===== src/rtl/id_ex_stage.sv =====
// ID/EX pipeline register with EX/MEM and MEM/WB forwarding, load-use bubble insertion
// and ALU operand selection.
module id_ex_stage #(
  parameter int unsigned XLEN = 32,
  parameter int unsigned RFW  = 5
) (
  input  logic            clk,
  input  logic            rst_n,
  input  logic            id_valid,
  input  logic [XLEN-1:0] id_pc,
  input  logic [RFW-1:0]  id_rs1,
  input  logic [RFW-1:0]  id_rs2,
  input  logic [RFW-1:0]  id_rd,
  input  logic [XLEN-1:0] id_rs1_data,
  input  logic [XLEN-1:0] id_rs2_data,
  input  logic [XLEN-1:0] id_imm,
  input  logic [3:0]      id_alu_ctrl,
  input  logic            id_src_a_pc,
  input  logic            id_src_b_imm,
  input  logic            id_uses_rs2,
  input  logic            id_reg_write,
  input  logic            id_mem_read,
  input  logic            id_mem_write,
  input  logic            stall,
  input  logic            flush,
  input  logic            exmem_reg_write,
  input  logic [RFW-1:0]  exmem_rd,
  input  logic [XLEN-1:0] exmem_result,
  input  logic            memwb_reg_write,
  input  logic [RFW-1:0]  memwb_rd,
  input  logic [XLEN-1:0] memwb_result,
  output logic            load_use_stall,
  output logic [XLEN-1:0] alu_a,
  output logic [XLEN-1:0] alu_b,
  output logic [3:0]      alu_ctrl,
  output logic            ex_valid,
  output logic            ex_reg_write,
  output logic            ex_mem_read,
  output logic            ex_mem_write,
  output logic [XLEN-1:0] ex_pc,
  output logic [RFW-1:0]  ex_rd,
  output logic [XLEN-1:0] ex_store_data
);

  typedef struct packed {
    logic            valid;
    logic            reg_write;
    logic            mem_read;
    logic            mem_write;
    logic            src_a_pc;
    logic            src_b_imm;
    logic [3:0]      alu_ctrl;
    logic [RFW-1:0]  rd;
    logic [RFW-1:0]  rs1;
    logic [RFW-1:0]  rs2;
    logic [XLEN-1:0] pc;
    logic [XLEN-1:0] rs1_data;
    logic [XLEN-1:0] rs2_data;
    logic [XLEN-1:0] imm;
  } slot_t;

  slot_t slot_q, slot_d, id_slot;
  logic [XLEN-1:0] fwd_rs1, fwd_rs2;

  always_comb begin
    id_slot           = '0;
    id_slot.valid     = id_valid;
    id_slot.reg_write = id_reg_write;
    id_slot.mem_read  = id_mem_read;
    id_slot.mem_write = id_mem_write;
    id_slot.src_a_pc  = id_src_a_pc;
    id_slot.src_b_imm = id_src_b_imm;
    id_slot.alu_ctrl  = id_alu_ctrl;
    id_slot.rd        = id_rd;
    id_slot.rs1       = id_rs1;
    id_slot.rs2       = id_rs2;
    id_slot.pc        = id_pc;
    id_slot.rs1_data  = id_rs1_data;
    id_slot.rs2_data  = id_rs2_data;
    id_slot.imm       = id_imm;
  end

  assign load_use_stall = slot_q.valid && slot_q.mem_read && (slot_q.rd != '0) && id_valid &&
                          ((id_rs1 == slot_q.rd) || (id_uses_rs2 && (id_rs2 == slot_q.rd)));

  // Stall outranks the hazard bubble so a held load is never dropped from EX.
  always_comb begin
    slot_d = slot_q;
    if (flush) begin
      slot_d = '0;
    end else if (!stall) begin
      slot_d = load_use_stall ? '0 : id_slot;
    end
  end

  always_ff @(posedge clk or negedge rst_n) begin
    if (!rst_n) begin
      slot_q <= '0;
    end else begin
      slot_q <= slot_d;
    end
  end

  // EX/MEM is the younger producer, so it wins over MEM/WB; x0 is never forwarded.
  always_comb begin
    fwd_rs1 = slot_q.rs1_data;
    if (exmem_reg_write && (exmem_rd != '0) && (exmem_rd == slot_q.rs1)) begin
      fwd_rs1 = exmem_result;
    end else if (memwb_reg_write && (memwb_rd != '0) && (memwb_rd == slot_q.rs1)) begin
      fwd_rs1 = memwb_result;
    end
  end

  always_comb begin
    fwd_rs2 = slot_q.rs2_data;
    if (exmem_reg_write && (exmem_rd != '0) && (exmem_rd == slot_q.rs2)) begin
      fwd_rs2 = exmem_result;
    end else if (memwb_reg_write && (memwb_rd != '0) && (memwb_rd == slot_q.rs2)) begin
      fwd_rs2 = memwb_result;
    end
  end

  assign alu_a         = slot_q.src_a_pc  ? slot_q.pc  : fwd_rs1;
  assign alu_b         = slot_q.src_b_imm ? slot_q.imm : fwd_rs2;
  assign alu_ctrl      = slot_q.alu_ctrl;
  assign ex_valid      = slot_q.valid;
  assign ex_reg_write  = slot_q.reg_write;
  assign ex_mem_read   = slot_q.mem_read;
  assign ex_mem_write  = slot_q.mem_write;
  assign ex_pc         = slot_q.pc;
  assign ex_rd         = slot_q.rd;
  assign ex_store_data = fwd_rs2;

endmodule


===== config.mk =====
export PLATFORM = sky130hd
export DESIGN_NAME = id_ex_stage
export DESIGN_NICKNAME = d
export VERILOG_FILES = /design/src/rtl/id_ex_stage.sv
export SDC_FILE = /design/constraint.sdc
export NUM_CORES = 1
export LEC_CHECK = 0
export ABC_AREA = 1
export CORE_ASPECT_RATIO = 0.7
export CORE_MARGIN = 2
export CORE_UTILIZATION = 48
export DETAILED_ROUTE_END_ITERATION = 8
export PLACE_DENSITY = 0.87
export SLEW_MARGIN = 20
export SYNTH_ARGS = -nofsm -noshare
export SYNTH_HDL_FRONTEND = slang
export SYNTH_SLANG_ARGS = --single-unit

===== constraint.sdc =====
create_clock -name clk -period 6.8 [get_ports clk]
set_clock_uncertainty 0.15 [all_clocks]
set_input_delay 2.04 -clock clk [delete_from_list [all_inputs] [get_ports clk]]
set_output_delay 2.04 -clock clk [all_outputs]
set_load 0.01 [all_outputs]

# Word level (Yosys, flattened, before mapping)
# Cells that the tools add are included.
# W data, S select, Z words.
# classes
eq_ne,7
n_mux,9
n_reduce_logical,15
# op_table
operator,n
$mux W153,3
$mux W32,6
$eq A5 B5 Y1,6
$reduce_bool A5 Y1,3
$logic_and A1 B1 Y1,11
$ne A2 B1 Y1 const B,1
$logic_or A1 B1 Y1,1
# totals
register_bits,153
inputBits,234
out_inout_bits,142
wordCells,45

# Depth between registers and ports, before layout
# Gate-level depths: netlist (run 1).
# depth
depth_word,7
depth_mapped,11
ltp_nobuf,10

# Least setup slack after synthesis (run 1)
# No wires, ideal clock.
# synth_timing
path_kind,in2out
start,input exmem_rd[2]
end,output ex_store_data[10]
arrival_time_ns,2.985
t_required_ns,4.610
setup_slack_ns,1.625
cell_stages,7
n_path_buf,1
path_cell_list,nor2_1 > nand2_1 > o21ai_2 > nand3b_1 > buf_2 > nand3_1 > and2_1
# synth_between
elab_chain_cells,4
# synth_rtl
item,line_no,source
start: declaration,27,"input logic [RFW-1:0] exmem_rd,"
$reduce_bool A5 Y1,116,if (exmem_reg_write && (exmem_rd != '0) && (exmem_rd == slot_q.rs2)) begin
$logic_and A1 B1 Y1,116,
$logic_and A1 B1 Y1 *,116,
$mux W32 *,116,
end: declaration,42,output logic [XLEN-1:0] ex_store_data
# Every way passes the cells marked *; elsewhere a longest branch is shown, timed or not.

# Final worst setup path (run 1)
# layout_timing
start,input exmem_rd[2]
end,output alu_b[12]
# layout_between
elab_chain_cells,5
# layout_rtl
item,line_no,source
$reduce_bool A5 Y1,116,
$logic_and A1 B1 Y1,116,
$logic_and A1 B1 Y1 *,116,
$mux W32 *,116,
$mux W32 *,124,assign alu_b = slot_q.src_b_imm ? slot_q.imm : fwd_rs2;
end: declaration,34,"output logic [XLEN-1:0] alu_b,"
# Marked as above.

==> qor.yml, run 1 <==
global_route:
  grt_max_degree: 96
  antenna_found_initial: 1
  grt_pass1_vias: 10259
  grt_pass1_wl_mm: 59.6
  grt_use_total_pct: 36.5
  overflow: 0
placed_design:
  dpl.hpwl_mm: 28.7
  pre_cts_ws_ps: 206
  gp_congestion: 0.990
  port_buffers: 375
sta:
  slew_headroom_pct: 26.5
  min_period_over_period_pct: 97.4
  setup_viol: 0
  rsz0062_at_grt: "no"
  tns_ps: 0
  setup_slack_ps: 179
  holdWs_ps: 332
  hold_viol: 0
  period_needed_ps: 6620
  maxSlewViolCount: 0
  max_freq_mhz: 151
  worstMarginPinSlew_ps: 1100
critical_path:
  cp_top_family: "buffers and inverters"
  crit_fanout: 32
  cp.depth: 9
  crit_required_ps: 4610
  max_stage_delay_ps: 540
  critPathCaptureType: "output port"
  worstPathArrival_ps: 4430
  cp_slowest_cell: "clkdlybuf4s50_1"
  path_class: "in2out"
  critPathBufInv: 3
  rr_worst_depth: 8
  path_cells: "clkdlybuf4s50_1, xor2_1, nor2_1, nand3b_1, buf_4, nand3_1, nand3_1, nand2_1, clkdlybuf4s50_1"
  crit_path_start_kind: "input pin"
clocking:
  cts_hold_buf: 0
  cts_setup_buffers: 0
  clkTransAtPathRegs_ps: 60
  cts_tree: "yes"
  clock_latency_ps: 430
  cts_buffers: 17
  clock_sinks: 153
  cts_resized: 0
  cts.path.max_buffers: 2
  htreeDepth: 4
  cts_root_buf: "clkbuf_16"
floorplan:
  core-area_um2: 19900
  die_area_um2: 21500
  die_w_um: 174
  io_pins: 376
  rows: 43
  dieHeight_um: 123
  start_util_pct: 49.1
pwr:
  p_int_mw: 1.76
  combPwrFrac_pct: 25.2
  p_per_area_nw_per_um2: 185
  ir_drop_mv: 0.143
  power_leakage_nw: 6.93
  p_seq_share_pct: 39.3
  netSwitchingFraction_pct: 31.3
  clkPwrFrac_pct: 35.5
  power.net_switching_mw: 0.801
route:
  wire_per_inst_um: 20.0
  drt_iter0_drc: 1253
  dr.pass1.iters: 7
  ant_nets: 0
  num_vias: 10874
  vias_per_cell: 5.49
  routed_wl_mm: 39.5
  drc: 0
job:
  drv_cap: 0
synthesis:
  synth.cell_area_um2: 9750
  synth.avg_cell_area_um2: 6.90
  ys_ff_latch: 153
  seq_area_frac_synth_pct: 39.3
  ys_warn_count: 0
  syn_inst: 1414
  syn-num-nets: 1648
  ys_types: 26
  synth_top_area_cell: "dfrtp_1"
  synthTopCellsByArea: "dfrtp_1 (39%), nand2_1 (22%), nand3_1 (18%)"
  synth_top_area_share_pct: 39.3
layout:
  nNetsFinal: 1929
  area_growth_syn_to_layout_pct: 41.9
  drive_gt1_share_pct: 6.21
  fin_util_pct: 69.7
run_status:
  status: "finished clean"
worst_hold_path:
  hold_path_depth: 2
  hp-class: "reg2reg"
power groups by stage:
stage	Sequential [mW]	Clock, mW	Combinational [mW]
after floorplan	1.00	0	0.275
after global placement	1.02	0	0.629
after detailed placement	1.02	0	0.637
after CTS	1.00	0.913	0.641
after global routing	1.01	0.952	0.694
final	1.01	0.908	0.646
worst register-to-register path: stages, from the launching register on:
cell and delay, ps:
dfrtp_1 450, nor3_1 210, nand3_1 100, nand4_1 100, inv_2 70, nand2_8 200
buf_4 660, nand3_1 330, nand2_1 140
logic make-up (layout without fill, tap and decap cells):
| logic type | Yosys count | in the layout | share of synthesized area [%] |
|---|---|---|---|
| simple gates | 1018 | 1018 | 47.0 |
| xor+xnor | 25 | 25 | 2.24 |
| other cells | 0 | 1 | 0 |
| buf+inv | 215 | 509 | 11.3 |
| compound gates | 3 | 3 | 0.192 |
| flops | 153 | 153 | 39.3 |
cell usage after synthesis:
master,count
nand2_1,576
nand3_1,352
dfrtp_1,153
inv_1,72
buf_2,51
buf_4,41
clkbuf_1,34
and2_1,32
nand3_2,30
xnor2_1,14
nor2_1,12
xor2_1,11
buf_1,6
buf_8,6
inv_2,4
nor2_2,4
nand2_2,3
nand4_1,3
nor2_4,2
o21ai_1,2
buf_6,1
nand2_4,1
nand3b_1,1
nor3_1,1
nor3_2,1
o21ai_2,1
cells in the final DEF (no fill, tap or decap), types with 5 or more instances in the layout:
master             n
nand2_1          576
xnor2_1           14
inv_1             72
and2_1            32
xor2_1            11
nand3_2           30
clkdlybuf4s50_1  374
inv_6              5
nand3_1          352
clkbuf_16         17
nor2_2             5
dfrtp_1          153
buf_4             23
nor2_1             9
worst paths after layout:
path / from / to / slack [ps]
setup / recovery: exmem_rd[2] / alu_b[12] / 180
hold / removal: slot_q[44]$_DFFE_PN0P_ / slot_q[44]$_DFFE_PN0P_ / 330
setup reg to reg: ex_rd[2]$_DFFE_PN0P_ / slot_q[61]$_DFFE_PN0P_ / 4330
hold reg to reg: slot_q[44]$_DFFE_PN0P_ / slot_q[44]$_DFFE_PN0P_ / 330
max in group asynchronous: rst_n / slot_q[91]$_DFFE_PN0P_ / 3850
min in group asynchronous: rst_n / alu_ctrl[3]$_DFFE_PN0P_ / 1410
registers in the layout, summed over array words and instances, names as in the netlist:
signal / count
slot_q: 108
ex_rd: 5
alu_ctrl: 4
ex_pc: 32
ex_reg_write: 1
ex_valid: 1
ex_mem_write: 1
ex_mem_read: 1
per-layer routing:
| layer | vias up | wire [um] | track usage (%) |
|---|---|---|---|
| met2 | 669 | 16400 | 51.4 |
| met5 | - | 0 | 0 |
| met4 | 0 | 882 | 10.2 |
| li1 | 5020 | - | - |
| met1 | 5119 | 17500 | 54.7 |
| met3 | 66 | 4740 | 10.1 |
per-stage QoR:
stage / power, mW / area [um2] / std cells
final: 2.56 / 13800 / 1979
after global routing: 2.65 / 13800 / 1979
after CTS: 2.56 / 13800 / 1978
after detailed placement: 1.65 / 13300 / 1946
after global placement: 1.65 / 13300 / 1946
after floorplan: 1.28 / 9750 / 1414
final cells by class:
cell class | count | area, um2
inverters | 76 | 285
clock buffers | 19 | 433
fillers | 1630 | 6010
clock inverters | 13 | 113
multi-input cells | 1046 | 4860
flip-flops and latches | 153 | 3830
repair buffers | 401 | 3990
diodes | 1 | 2.50
well taps | 270 | 338
No activity file was read; power rests on OpenSTA's default activity.
==> run 2: changes to the inputs <==
--- a/config.mk
+++ b/config.mk
@@ -9,8 +9,11 @@
 export CORE_ASPECT_RATIO = 0.7
 export CORE_MARGIN = 2
 export CORE_UTILIZATION = 48
+export CTS_CLUSTER_SIZE = 28
 export DETAILED_ROUTE_END_ITERATION = 8
 export PLACE_DENSITY = 0.87
+export RECOVER_POWER = 50
+export SKIP_CTS_REPAIR_TIMING = 1
 export SLEW_MARGIN = 20
 export SYNTH_ARGS = -nofsm -noshare
 export SYNTH_HDL_FRONTEND = slang
==> run 2 against run 1 <==
Against the previous run: the flow now finishes with violations (max-capacitance violations, max-slew violations); flip-flop and latch count did not move; design area fell by 0.23%; clock power barely moved; hold slack got worse by 2.0 ps; die area did not move; via count barely moved; first-iteration DRC count rose by 3.6%; maximum frequency barely moved; wire length did not move; non-clock buffer count did not move; critical path type unchanged.
==> qor.yml, run 2 (synthesis gave the netlist of run 1 again) <==
floorplan:
  io_pins: 376
  die_w_um: 174
  start_util_pct: 49.1
  dieHeight_um: 123
  die_area_um2: 21500
  rows: 43
  core-area_um2: 19900
clocking:
  cts_root_buf: "clkbuf_16"
  clock_latency_ps: 430
  clkTransAtPathRegs_ps: 70
  cts_tree: "yes"
  cts_buffers: 17
  clock_sinks: 153
  htreeDepth: 4
  cts.path.max_buffers: 2
sta:
  hold_viol: 0
  maxSlewViolCount: 284
  setup_viol: 0
  rsz0062_at_grt: "no"
  worstMarginPinSlew_ps: 3630
  setup_slack_ps: 185
  max_freq_mhz: 151
  slew_headroom_pct: -142
  tns_ps: 0
  period_needed_ps: 6610
  holdWs_ps: 329
  min_period_over_period_pct: 97.3
global_route:
  antenna_found_initial: 1
  grt_pass1_wl_mm: 59.6
  grt_util_met2_pct: 51.4
  grt_use_total_pct: 36.5
  grt-busiest-layer: "met1"
  overflow: 0
  grt_max_degree: 96
  use_met1_pct: 54.7
  grtUsageMet3_pct: 10.1
  grt_pass1_vias: 10259
route:
  drc: 0
  vias_per_cell: 5.49
  routed_wl_mm: 39.5
  dr.pass1.iters: 7
  wire_per_inst_um: 20.0
  num_vias: 10873
  drt_iter0_drc: 1298
  ant_nets: 0
layout:
  final_common_cell: "nand2_1"
  final-seq-area_um2: 3830
  nNetsFinal: 1929
  n_fill_cell: 1637
  multiInputGateArea_um2: 4850
  regMostFlops: "slot_q"
  mostFrequentLayoutCells: "nand2_1 (576), nand3_1 (353), clkdlybuf4s50_1 (328)"
  area_growth_syn_to_layout_pct: 41.6
  drive_gt1_share_pct: 5.97
  largest_reg_flops: 108
run_status:
  violations: "max-capacitance violations, max-slew violations"
  status: "finished, violations left"
critical_path:
  critPathCaptureType: "output port"
  cp_slowest_cell: "clkdlybuf4s50_1"
  crit_fanout: 32
  crit_required_ps: 4610
  worstPathArrival_ps: 4420
  max_stage_delay_ps: 540
  crit_path_start_kind: "input pin"
  path_class: "in2out"
  path_cells: "clkdlybuf4s50_1, xor2_1, nor2_1, nand3b_1, buf_4, nand3_1, nand3_1, nand2_1, clkdlybuf4s50_1"
worst_hold_path:
  hp-class: "reg2reg"
pwr:
  power_leakage_nw: 7.03
  power.total_mw: 2.55
  p_per_area_nw_per_um2: 185
  ir_drop_mv: 0.142
placed_design:
  gp_congestion: 0.990
  dpl.hpwl_mm: 28.7
  port_buffers: 375
  pre_cts_ws_ps: 206
job:
  drv_cap: 4
==> run 2: cell count changes in the layout (fill, tap and decap cells not counted) <==
cell and change:
buf_4 -4, buf_6 -1, clkbuf_1 +2, clkbuf_2 +3, clkdlybuf4s50_1 -46, dlygate4sd3_1 +46, nand3_1 +1, nand3_2 -1
nor2_1 +1, nor2_4 -1
==> run 2: layout make-up <==
cell class	instances	area share (%)
sequential	153	27.7
clock inverter	13	0.815
clock buffer	19	3.13
multi-input combinational	1046	35.1
antenna	1	0.0181
tap	270	2.45
timing repair buffer	401	28.7
inverter	76	2.07
==> run 2: critical path: cells and delay by family <==
family	cells	cell delay, ps
xor+xnor	1	340
simple gates	5	640
buf+inv	3	1390
==> run 2: report_power, final <==
| group | leakage [nW] | internal [mW] | total [mW] | switching (mW) |
|---|---|---|---|---|
| clock network | 0.263 | 0.479 | 0.907 | 0.428 |
| registers | 2.03 | 0.961 | 1.00 | 0.0437 |
| logic | 4.73 | 0.312 | 0.640 | 0.328 |
==> run 2: worst paths after layout <==
check / depth (start not counted) / start / end / slack, ps
worst max-delay path: 9 / exmem_rd[2] / alu_b[12] / 190
worst min-delay path: 2 / ex_reg_write$_DFFE_PN0P_ / ex_reg_write$_DFFE_PN0P_ / 330
worst max register to register: 8 / ex_rd[3]$_DFFE_PN0P_ / slot_q[16]$_DFFE_PN0P_ / 4290
worst min register to register: 2 / ex_reg_write$_DFFE_PN0P_ / ex_reg_write$_DFFE_PN0P_ / 330
max in group asynchronous: 2 / rst_n / ex_pc[25]$_DFFE_PN0P_ / 1230
min in group asynchronous: 1 / rst_n / alu_ctrl[3]$_DFFE_PN0P_ / 2470
==> run 2: layer usage <==
layer  routed length, um  vias to the layer above
li1                    -                     5021
met1               17600                     5128
met2               16600                      662
met3                4500                       62
met4                 820                        0
met5                   0                        -
==> run 2: metrics by stage <==
| step | cell area, um2 | utilization, % | cells |
|---|---|---|---|
| floorplan | 9750 | - | 1414 |
| global placement | 13300 | 67.0 | 1946 |
| detailed placement | 13300 | 67.0 | 1946 |
| CTS | 13800 | 69.7 | 1978 |
| global route | 13800 | 69.6 | 1979 |
| finish | 13800 | 69.6 | 1979 |
==> run 3: changes to the inputs <==
--- a/config.mk
+++ b/config.mk
@@ -8,10 +8,10 @@
 export ABC_AREA = 1
 export CORE_ASPECT_RATIO = 0.7
 export CORE_MARGIN = 2
-export CORE_UTILIZATION = 48
+export CORE_UTILIZATION = 45
 export CTS_CLUSTER_SIZE = 28
 export DETAILED_ROUTE_END_ITERATION = 8
-export PLACE_DENSITY = 0.87
+export PLACE_DENSITY = 0.82
 export RECOVER_POWER = 50
 export SKIP_CTS_REPAIR_TIMING = 1
 export SLEW_MARGIN = 20
==> constraint.sdc (replaced) <==
create_clock -name clk -period 7.2 [get_ports clk]
set_clock_uncertainty 0.15 [all_clocks]
set_input_delay 2.16 -clock clk [delete_from_list [all_inputs] [get_ports clk]]
set_output_delay 2.16 -clock clk [all_outputs]
set_load 0.01 [all_outputs]
==> run 3 against run 2 <==
Against the previous run: the flow still finishes with violations (max-capacitance violations, max-slew violations); worst setup slack better by 110 ps; flip-flop and latch count unchanged; cell count up 0.51%; non-clock buffer count down 2; design area up 0.52%; hold slack better by 2.7 ps; first-iteration DRC count up 3.9%; critical path depth up 3; global-route usage down 2.9 points.
==> qor.yml, run 3 (synthesis gave the netlist of run 1 again) <==
sta:
  period_needed_ps: 6910
  rsz0062_at_grt: "no"
  maxSlewViolCount: 161
  max_freq_mhz: 145
  slew_headroom_pct: -95.5
  worstMarginPinSlew_ps: 2930
  min_period_over_period_pct: 96.0
  hold_viol: 0
  setup_viol: 0
  tns_ps: 0
  setup_slack_ps: 291
pwr:
  p_per_area_nw_per_um2: 176
  ir_drop_mv: 0.139
  power_leakage_nw: 7.03
clocking:
  cts_tree: "yes"
  clkTransAtPathRegs_ps: 60
  cts_buffers: 17
  cts.path.max_buffers: 2
  clock_latency_ps: 420
  clock_sinks: 153
  cts_root_buf: "clkbuf_16"
  htreeDepth: 4
route:
  num_vias: 10614
  ant_nets: 0
  routed_wl_mm: 39.1
  drt_iter0_drc: 1349
  wire_per_inst_um: 19.7
  drc: 0
  dr.pass1.iters: 6
  vias_per_cell: 5.34
critical_path:
  r2r_slack_ps: 4600
  critPathCaptureType: "output port"
  rr_worst_depth: 10
  crit_required_ps: 4890
  crit_path_start_kind: "input pin"
  path_class: "in2out"
  reg2reg_to: "slot_q[67]$_DFFE_PN0P_"
  rr_startpoint: "ex_rd[1]$_DFFE_PN0P_"
  crit_fanout: 18
  worstPathArrival_ps: 4600
layout:
  regMostFlops: "slot_q"
  area_growth_syn_to_layout_pct: 42.4
  drive_gt1_share_pct: 5.87
  final_common_cell: "nand2_1"
  largest_reg_flops: 108
  stdcell_area_um2: 13900
  mostFrequentLayoutCells: "nand2_1 (577), nand3_1 (352), clkdlybuf4s50_1 (330)"
  stdcell_count: 1989
  nNetsFinal: 1927
  fin_util_pct: 64.7
placed_design:
  pre_cts_ws_ps: 333
  gp_congestion: 0.989
  place_area_um2: 13300
  dpl.hpwl_mm: 28.5
  placed_cells: 1955
  port_buffers: 375
global_route:
  grt_use_total_pct: 33.6
  grt_max_degree: 112
  grt_pass1_vias: 10095
  antenna_found_initial: 3
  overflow: 0
  grt_pass1_wl_mm: 59.3
worst_hold_path:
  hold_start: "slot_q[12]$_DFFE_PN0P_"
  hp-class: "reg2reg"
  whs_endpoint: "slot_q[12]$_DFFE_PN0P_"
  hold_path_depth: 2
floorplan:
  start_util_pct: 45.5
  dieHeight_um: 127
  rows: 45
  core-area_um2: 21500
  io_pins: 376
  die_area_um2: 22900
  die_w_um: 180
run_status:
  status: "finished, violations left"
  violations: "max-capacitance violations, max-slew violations"
job:
  drv_cap: 2
[run 3: cell types whose count changed in the layout (fill, tap and decap cells not counted), sizes merged, moves of 2 or more]
cell           previous run  this run
inv                      83        80
clkbuf                   24        22
clkinvlp                  2         6
clkdlybuf4s50           328       330
clkinv                    4         0
bufinv                    0         2
dlygate4sd3              46        44
[run 3: layout make-up]
cell class	instances	area [um2]
Timing Repair Buffer	399	3990
Fill cell	1905	7570
Clock inverter	12	140
Tap cell	282	353
Sequential cell	153	3830
Inverter	76	285
Clock buffer	19	433
Antenna cell	2	5.00
Multi-Input combinational cell	1046	4850
[run 3: worst max-delay path, stage by stage]
cell and delay, ps:
clkdlybuf4s50_1 470, nor2_1 130, nand3_1 100, nand2_2 120, nor2_4 60, nand2_2 240
buf_4 310, nand2_1 90, nand3_1 100, nand3_1 110, nand2_1 150, clkdlybuf4s50_1 540
[run 3: worst max path at each step]
stage / startpoint / end / cells after the start
2_1_floorplan: exmem_rd[2] / ex_store_data[10] / 7
3_3_place_gp: memwb_rd[2] / alu_b[11] / 12
3_5_place_dp: memwb_rd[2] / alu_b[11] / 12
4_1_cts: memwb_rd[2] / alu_b[13] / 12
5_1_grt: memwb_rd[1] / alu_b[13] / 13
6_report: memwb_rd[2] / alu_b[2] / 12
[run 3: per-stage QoR]
stage / hold slack, ps / power, mW
2_1_floorplan: 299 / 1.21
5_1_grt: 344 / 2.54
3_5_place_dp: 315 / 1.56
4_1_cts: 334 / 2.46
6_report: 332 / 2.45
3_3_place_gp: 312 / 1.55
[run 3: report_power, final]
part | total (mW) | switching, mW | internal [mW]
Combinational | 0.604 | 0.310 | 0.295
Sequential | 0.945 | 0.0377 | 0.908
Clock | 0.896 | 0.383 | 0.513
[run 3: metal layers]
metal  track usage [%]  vias up  part of all wire [%]
met3              9.89       51                    11
met5                 0        -                 0.023
met1              50.3     4922                    46
met2              47.2      618                    41
met4              8.56        2                   2.1
li1                  -     5021                     -
